$ cat src/rtl/fanout_pkg.sv
// Shared definitions for the fanout ready-combine and eager-fork stages.
package fanout_pkg;

    localparam int NUM_OUT_DEFAULT    = 6;
    localparam int PAYLOAD_WIDTH      = 16;
    localparam int DATA_WIDTH_DEFAULT = PAYLOAD_WIDTH + 1;

    // A stream token: 16-bit payload plus one stream-control bit on top.
    typedef struct packed {
        logic                     ctrl;
        logic [PAYLOAD_WIDTH-1:0] payload;
    } token_t;

endpackage

$ cat src/rtl/fanout_reg_fifo.sv
// Small pointer FIFO with a registered ready, used to cut the combinational
// ready path between the fork consumers and the upstream producer.
module fanout_reg_fifo #(
    parameter int WIDTH = 17,
    parameter int DEPTH = 2
) (
    input  logic             clk,
    input  logic             reset,
    input  logic             push,
    input  logic             pop,
    input  logic [WIDTH-1:0] wdata,
    output logic [WIDTH-1:0] rdata,
    output logic             empty,
    output logic             ready
);

    localparam int PW = $clog2(DEPTH);
    localparam int CW = $clog2(DEPTH) + 1;
    localparam logic [CW-1:0] DEPTH_C  = CW'(DEPTH);
    localparam logic [PW-1:0] LAST_PTR = PW'(DEPTH - 1);

    logic [WIDTH-1:0] mem_q [DEPTH];
    logic [WIDTH-1:0] mem_d [DEPTH];
    logic [PW-1:0]    wr_ptr_q, wr_ptr_d;
    logic [PW-1:0]    rd_ptr_q, rd_ptr_d;
    logic [CW-1:0]    count_q, count_d;
    logic             ready_q, ready_d;
    logic             do_push, do_pop;

    assign do_push = push & (count_q != DEPTH_C);
    assign do_pop  = pop & (count_q != '0);

    // Next-state for storage, pointers (wrapping modulo DEPTH), count and ready.
    always_comb begin
        mem_d    = mem_q;
        wr_ptr_d = wr_ptr_q;
        rd_ptr_d = rd_ptr_q;
        if (do_push) begin
            mem_d[wr_ptr_q] = wdata;
            wr_ptr_d = (wr_ptr_q == LAST_PTR) ? '0 : wr_ptr_q + 1'b1;
        end
        if (do_pop) begin
            rd_ptr_d = (rd_ptr_q == LAST_PTR) ? '0 : rd_ptr_q + 1'b1;
        end
        count_d = count_q + CW'(do_push) - CW'(do_pop);
        ready_d = (count_d < DEPTH_C);
    end

    // Control state; ready stays low throughout reset.
    always_ff @(posedge clk) begin
        if (reset) begin
            wr_ptr_q <= '0;
            rd_ptr_q <= '0;
            count_q  <= '0;
            ready_q  <= 1'b0;
        end else begin
            wr_ptr_q <= wr_ptr_d;
            rd_ptr_q <= rd_ptr_d;
            count_q  <= count_d;
            ready_q  <= ready_d;
        end
    end

    // Token storage needs no reset; stale entries are never presented as valid.
    always_ff @(posedge clk) begin
        mem_q <= mem_d;
    end

    assign rdata = mem_q[rd_ptr_q];
    assign empty = (count_q == '0);
    assign ready = ready_q;

endmodule

$ cat src/rtl/fanout_eager_fork.sv
// Buffered eager fork: broadcasts each head token to every active destination,
// letting each one accept in its own cycle, and retires once all are done.
module fanout_eager_fork
    import fanout_pkg::*;
#(
    parameter int DATA_WIDTH = DATA_WIDTH_DEFAULT,
    parameter int NUM_OUT    = NUM_OUT_DEFAULT,
    parameter int DEPTH      = 2
) (
    input  logic                  clk,
    input  logic                  reset,
    input  logic [DATA_WIDTH-1:0] in_data,
    input  logic                  in_valid,
    output logic                  in_ready,
    input  logic [NUM_OUT-1:0]    out_active,
    output logic [DATA_WIDTH-1:0] out_data,
    output logic [NUM_OUT-1:0]    out_valid,
    input  logic [NUM_OUT-1:0]    out_ready
);

    logic               push;
    logic               retire;
    logic               empty;
    logic [NUM_OUT-1:0] sent_q, sent_d;
    logic [NUM_OUT-1:0] xfer;
    logic [NUM_OUT-1:0] done;

    assign push = in_valid & in_ready;

    fanout_reg_fifo #(
        .WIDTH (DATA_WIDTH),
        .DEPTH (DEPTH)
    ) u_fifo (
        .clk   (clk),
        .reset (reset),
        .push  (push),
        .pop   (retire),
        .wdata (in_data),
        .rdata (out_data),
        .empty (empty),
        .ready (in_ready)
    );

    // Valid fan-out against the live mask; retire when every destination is done.
    always_comb begin
        out_valid = {NUM_OUT{~empty}} & out_active & ~sent_q;
        xfer      = out_valid & out_ready;
        done      = ~out_active | sent_q | xfer;
        retire    = ~empty & (&done);
        sent_d    = retire ? '0 : (sent_q | xfer);
    end

    // Per-destination delivery record for the current head token.
    always_ff @(posedge clk) begin
        if (reset) begin
            sent_q <= '0;
        end else begin
            sent_q <= sent_d;
        end
    end

endmodule

$ cat config.mk
export PLATFORM = sky130hd
export DESIGN_NAME = fanout_eager_fork
export DESIGN_NICKNAME = d
export VERILOG_FILES = /design/src/rtl/fanout_pkg.sv /design/src/rtl/fanout_reg_fifo.sv /design/src/rtl/fanout_eager_fork.sv
export SDC_FILE = /design/constraint.sdc
export NUM_CORES = 1
export LEC_CHECK = 0
export CORE_MARGIN = 2
export CORE_UTILIZATION = 42
export DETAILED_ROUTE_END_ITERATION = 6
export PLACE_DENSITY = 0.88
export SYNTH_ARGS = -nofsm -noshare
export SYNTH_HDL_FRONTEND = slang
export SYNTH_HIERARCHICAL = 1
export SYNTH_SLANG_ARGS = --single-unit
$ cat constraint.sdc
create_clock -name clk -period 2.8 [get_ports clk]
set_clock_uncertainty 0.15 [all_clocks]
set_input_delay 0.84 -clock clk [delete_from_list [all_inputs] [get_ports clk]]
set_output_delay 0.84 -clock clk [all_outputs]
set_load 0.02 [all_outputs]
==> results of run 1 <==
-- cell families (layout without fill, tap and decap cells) --
logic type / count (synthesis) / count (layout) / synth area share (%)
AO/OA/AOI/OAI: 16 / 16 / 8.01
XOR/XNOR: 3 / 3 / 1.41
adder cells (fa/ha/maj): 2 / 2 / 1.35
buffers and inverters: 7 / 84 / 2.69
flip-flops: 45 / 45 / 66.8
multiplexers: 18 / 18 / 12.7
AND/OR/NAND/NOR: 23 / 23 / 7.00
-- state kept, by name (all words and copies together), names as in the netlist --
| signal | flops |
|---|---|
| sent_q | 6 |
| u_fifo/wr_ptr_q | 1 |
| u_fifo/count_q | 2 |
| u_fifo/ready | 1 |
| u_fifo/mem_q | 34 |
| u_fifo/rd_ptr_q | 1 |
-- tightest hold or removal path, stage by stage, from the launching register on --
cell and delay (ns):
dfxtp_1 0.33, nor2_1 0.10, mux2_1 0.13
-- cell usage in the layout, fill, tap and decap left out, types with 3 or more instances in the layout --
| cell type | netlist | layout |
|---|---|---|
| edfxtp_1 | 34 | 34 |
| dfxtp_1 | 11 | 11 |
| dlygate4sd2_1 | 0 | 7 |
| dlymetal6s2s_1 | 0 | 6 |
| mux2_4 | 9 | 9 |
| nor2_1 | 10 | 7 |
| nor2_2 | 0 | 3 |
| mux2_2 | 8 | 8 |
| nor3b_1 | 9 | 6 |
| inv_1 | 3 | 3 |
| a31oi_1 | 6 | 6 |
| clkbuf_8 | 0 | 6 |
| buf_4 | 0 | 14 |
| a211oi_1 | 6 | 6 |
| clkdlybuf4s50_1 | 0 | 37 |
-- cell type report --
class	instances	area [µm²]
fill	329	1560
clock buffer	8	90.1
multi-input combinational	62	626
sequential	45	1240
tap	52	65.1
inverter	4	15.0
timing repair buffer	72	697
-- how the worst min path moves through the flow --
stage | slack (ns) | start | to
4_1_cts | 0.43 | sent_q[4] | sent_q[4]
2_1_floorplan | 0.37 | u_fifo/wr_ptr_q | u_fifo/wr_ptr_q
3_5_place_dp | 0.41 | u_fifo/wr_ptr_q | u_fifo/wr_ptr_q
5_1_grt | 0.46 | sent_q[1] | sent_q[1]
6_report | 0.43 | u_fifo/wr_ptr_q | u_fifo/wr_ptr_q
3_3_place_gp | 0.37 | u_fifo/wr_ptr_q | u_fifo/wr_ptr_q
-- metrics by stage --
step	area [µm²]	total power (µW)
2_1_floorplan	1860	915
3_3_place_gp	2540	1050
3_5_place_dp	2540	1050
4_1_cts	2680	1440
5_1_grt	2730	1500
6_report	2730	1440
-- report_power, final --
part           switching, µW  internal, µW
logic                    129           143
registers               17.8           757
clock network            188           201
total                    335          1100
-- routing by layer --
layer | global-route usage (%) | part of all wire (%)
met1 | 17.2 | 40
met2 | 26.2 | 52
met3 | 5.48 | 7.6
met4 | 3.21 | 0.17
met5 | 0 | 0
-- what timing repair did --
action	CTS	global route
gates resized for setup	34	13
endpoints found under the setup margin	9	6
pin swaps	4	6
buffers inserted	6	1
==> run metrics, run 1 <==
status=complete, no violations; CORE AREA=4290 µm²; Vias/cell=4.92; Placer Congestion=0.745; Post-synth EDFFs=34; Clock Tree Buf Depth=2; hold buffer count at CTS=0; Die Ht=70.5 µm; Worst Path Buf+Inv=3; Detailed Route WL=3.62 mm; antenna viol nets, final=0; origin of the worst setup path=out_ready[3]; Post-Syn Area=1860 µm²; row count=24; clk slew on worst S/H paths=0.08 ns; delay-heaviest family, CP=compound AO/OA/AOI/OAI gates; full die area=4970 µm²; CTS tree=built; first-pass GRT wire length=5.63 mm; fin cells=243; largest net degree at the start of global routing=19; library cells used by synthesis=22; CP max-delay cell=a2111oi_4; number of nets in the layout=224; leading area contributor after synthesis=edfxtp_1; vias=1195; crit path capture=u_fifo/ready; minimum clock period=2.74 ns; Inserted Diodes=0; max-cap viol count=0; Worst-Margin Slew=0.647 ns; WHS Path Cells=2; setup TNS=0 ns; WP data required=2.87 ns; relative slew slack=56.7%; critical path peak fanout=2; worst skew pair latency=0.28 ns; R2R cell count=13; Startpoint Class=input pin; Synth Flop Type=edfxtp_1; HP Class=reg2reg; CP arrival=2.81 ns; Area Overhead vs Synth=47.1%; top-count cell post-synth=edfxtp_1; CTS buffer count=5; Initial Util=43.3%; CTS Root Cell=clkbuf_8; fraction of layout cells with a size suffix above 1=29.8%; die width=70.5 µm; global route overflow=0; Final HPWL DP=2.43 mm; crit path kind=in2reg; Setup WS pre-CTS=-0.573 ns; most frequent cells after synthesis=edfxtp_1, dfxtp_1, nor2_1; maximum VDD drop=0.000273 V; Cells after Synth=114; initial antenna violation count=0; # clock sinks=45; setup ws final=0.0604 ns; Cell Chain, Critical Path=dlygate4sd2_1, nor2_2, a2111oi_4, buf_4, and2_4, o21a_1, ha_1, inv_1, ha_2, xnor2_2, xnor2_1, nor2b_1; Pre-Repair DR Iteration Count=4; Reg2Reg Capture Point=u_fifo/rd_ptr_q; flops & latches, synth=45; CP peak stage delay=0.34 ns; final setup fails=0; per-cell routed wire length=14.9 µm; Iter 0 DRT Violations=118; area share of the largest cell type after synthesis=54.9%; period utilization=97.8%; CTS H-Tree Depth=2; Final Util=63.7%; top achievable clock speed=0.365 GHz; DP Cell Count=230; RSZ-0062 raised after global routing=false; Synth area leaders=edfxtp_1, dfxtp_1, mux2_4, mux2_2, nor3b_1; Final Hold Vio Count=0; Synth warnings=6; Post-Syn Nets=148; leakage=0.00104 µW; async set or reset register ratio after synthesis=0%; DRC errors left=0; final hold slack=0.426 ns; Crit path depth=12; Crit. End Element=flop; vias in the first global route=1266; Mean Syn Cell Area=16.3 µm²; Global Route Usage Sum=14.8%; register area share after synthesis=66.8%; Top Ports=56; reg2reg setup slack=0.16 ns; Port Buffers=55; worst r2r src=u_fifo/count_q[0]; power per cell area=525 nW/µm²; max-slew violations=0
No activity file was read; power rests on OpenSTA's default activity.
==> run 2, diff against run 1 <==
Settings changed: CORE_UTILIZATION 42 to 50, PLACE_DENSITY 0.88 to 0.95.
Clock period 2.8 ns to 3.4 ns, I/O delays scaled along.
==> run metrics, run 2 (synthesized netlist as in run 1, its figures left out) <==
Iter 0 DRT Violations=37 (was 118); GR Layer Usage met3=5.90% (was 5.48%); Global Route Usage Sum=18.6% (was 14.8%); hold buffer count at CTS=0 (unchanged); Port Buffers=55 (unchanged); Final HPWL DP=2.77 mm (was 2.43 mm); R2R cell count=10 (was 13); CP arrival=3.31 ns (was 2.81 ns); CTS Root Cell=clkbuf_8 (unchanged); WHS Path Cells=2 (unchanged); origin of the worst setup path=out_active[2] (was out_ready[3]); CORE AREA=3610 µm² (was 4290 µm²); commonest non-fill, non-tap cell in the layout=clkdlybuf4s50_1 (unchanged); critical path peak fanout=3 (was 2); Top Ports=56 (unchanged); first-pass GRT wire length=5.75 mm (was 5.63 mm); Reg2Reg Capture Point=u_fifo/ready (was u_fifo/rd_ptr_q); placed inst area=2520 µm² (was 2540 µm²); per-cell routed wire length=15.9 µm (was 14.9 µm); clk slew on worst S/H paths=0.08 ns (about the same); fraction of layout cells with a size suffix above 1=22.0% (was 29.8%); power per cell area=469 nW/µm² (was 525 nW/µm²); Vias/cell=5.14 (was 4.92); vias in the first global route=1294 (was 1266); crit path capture=u_fifo/ready (unchanged); RSZ-0062 raised after global routing=false (unchanged); CTS tree=built (unchanged); relative slew slack=59.4% (was 56.7%); WP data required=3.47 ns (was 2.87 ns); period utilization=95.1%; worst skew pair latency=0.30 ns (was 0.28 ns); HP Class=reg2reg (unchanged); leakage=0.000953 µW (was 0.00104 µW); FILL cells=243 (was 329); minimum clock period=3.23 ns; Final Hold Vio Count=0 (unchanged); largest net degree at the start of global routing=18 (was 19); final setup fails=0 (unchanged); Worst-Margin Slew=0.606 ns (was 0.647 ns); most frequent cells in the layout=clkdlybuf4s50_1, edfxtp_1, buf_4 (unchanged); Startpoint Class=input pin (unchanged); max-slew violations=0 (unchanged); worst r2r src=u_fifo/count_q[0] (unchanged); post-CTS setup buffer count=0 (was 6); Placer Congestion=0.702 (was 0.745); Crit. End Element=flop (unchanged); # clock sinks=45 (unchanged); CTS buffer count=5 (unchanged); Initial Util=51.5% (was 43.3%); initial antenna violation count=0 (unchanged); GR Util met1=18.4% (was 17.2%); number of nets in the layout=219 (was 224); Pre-Repair DR Iteration Count=4 (unchanged); reg2reg setup slack=0.98 ns (was 0.16 ns); Area Overhead vs Synth=41.6% (was 47.1%); met2 Use GR=35.4% (was 26.2%); status=complete, no violations (unchanged); setup TNS=0 ns (unchanged); die width=65.0 µm (was 70.5 µm); DP Cell Count=226 (was 230); full die area=4220 µm² (was 4970 µm²); Detailed Route WL=3.72 mm (was 3.62 mm); global route overflow=0 (unchanged); Die Ht=65.0 µm (was 70.5 µm); Top reg by flops=u_fifo/mem_q (unchanged); DRC errors left=0 (unchanged); CTS H-Tree Depth=2 (unchanged); max reg flops=34 (unchanged); Inserted Diodes=0 (unchanged); Clock Tree Buf Depth=2 (unchanged); Resize count post-CTS=6 (was 34); antenna viol nets, final=0 (unchanged); Top Registers=u_fifo/mem_q x34, sent_q x6, u_fifo/count_q x2 (unchanged); row count=22 (was 24); maximum VDD drop=0.000215 V (was 0.000273 V); max-cap viol count=0 (unchanged); GRT busiest layer=met2 (unchanged); top achievable clock speed=0.309 GHz; Final Cell Area=2630 µm² (was 2730 µm²); crit path kind=in2reg (unchanged); fin cells=234 (was 243); vias=1202 (was 1195)
[run 2: stage by stage]
| step | power (µW) | hold slack [ns] | setup slack (ns) | util (%) |
|---|---|---|---|---|
| detailed placement | 870 | 0.393 | -0.119 | 70.0 |
| global route | 1280 | 0.440 | 0.0547 | 73.0 |
| finish | 1240 | 0.410 | 0.167 | 73.0 |
| global placement | 858 | 0.347 | -0.0975 | 70.0 |
| floorplan | 753 | 0.367 | 0.462 | - |
| CTS | 1240 | 0.412 | 0.166 | 73.0 |
[run 2: per-layer routing]
layer / part of all wire, % / vias up
li1: - / 574
met1: 38 / 574
met2: 54 / 47
met3: 6.5 / 7
met4: 1.4 / 0
met5: 0 / -
[run 2: final cells by class]
type / count / area, µm² / share of cell area (%)
clock inverters: 1 / 7.51 / 0.285
well taps: 48 / 60.1 / 2.28
inverters: 4 / 15.0 / 0.571
repair buffers: 67 / 633 / 24.1
clock buffers: 7 / 108 / 4.09
flip-flops and latches: 45 / 1240 / 47.2
multi-input cells: 62 / 567 / 21.5
[run 2: worst min path at each step]
stage,start,slack (ns),to
5_1_grt,u_fifo/rd_ptr_q,0.44,u_fifo/rd_ptr_q
6_report,u_fifo/wr_ptr_q,0.41,u_fifo/wr_ptr_q
3_3_place_gp,u_fifo/rd_ptr_q,0.35,u_fifo/rd_ptr_q
2_1_floorplan,u_fifo/wr_ptr_q,0.37,u_fifo/wr_ptr_q
4_1_cts,u_fifo/wr_ptr_q,0.41,u_fifo/wr_ptr_q
3_5_place_dp,u_fifo/wr_ptr_q,0.39,u_fifo/wr_ptr_q
[run 2: critical path: stages]
cell and delay (ns):
clkdlybuf4s50_1 0.44, nor3b_1 0.16, buf_4 0.14, a2111oi_4 0.33
and2_1 0.17, o21a_1 0.15, ha_1 0.23, inv_1 0.06
ha_1 0.15, xnor2_1 0.13, xnor2_1 0.16, nor2b_1 0.17
[run 2: report_power, final]
group / leakage [µW] / switching, µW / internal, µW
Sequential: 0.000401 / 13.7 / 623
Combinational: 0.000496 / 104 / 112
Clock: 0.0000556 / 174 / 209
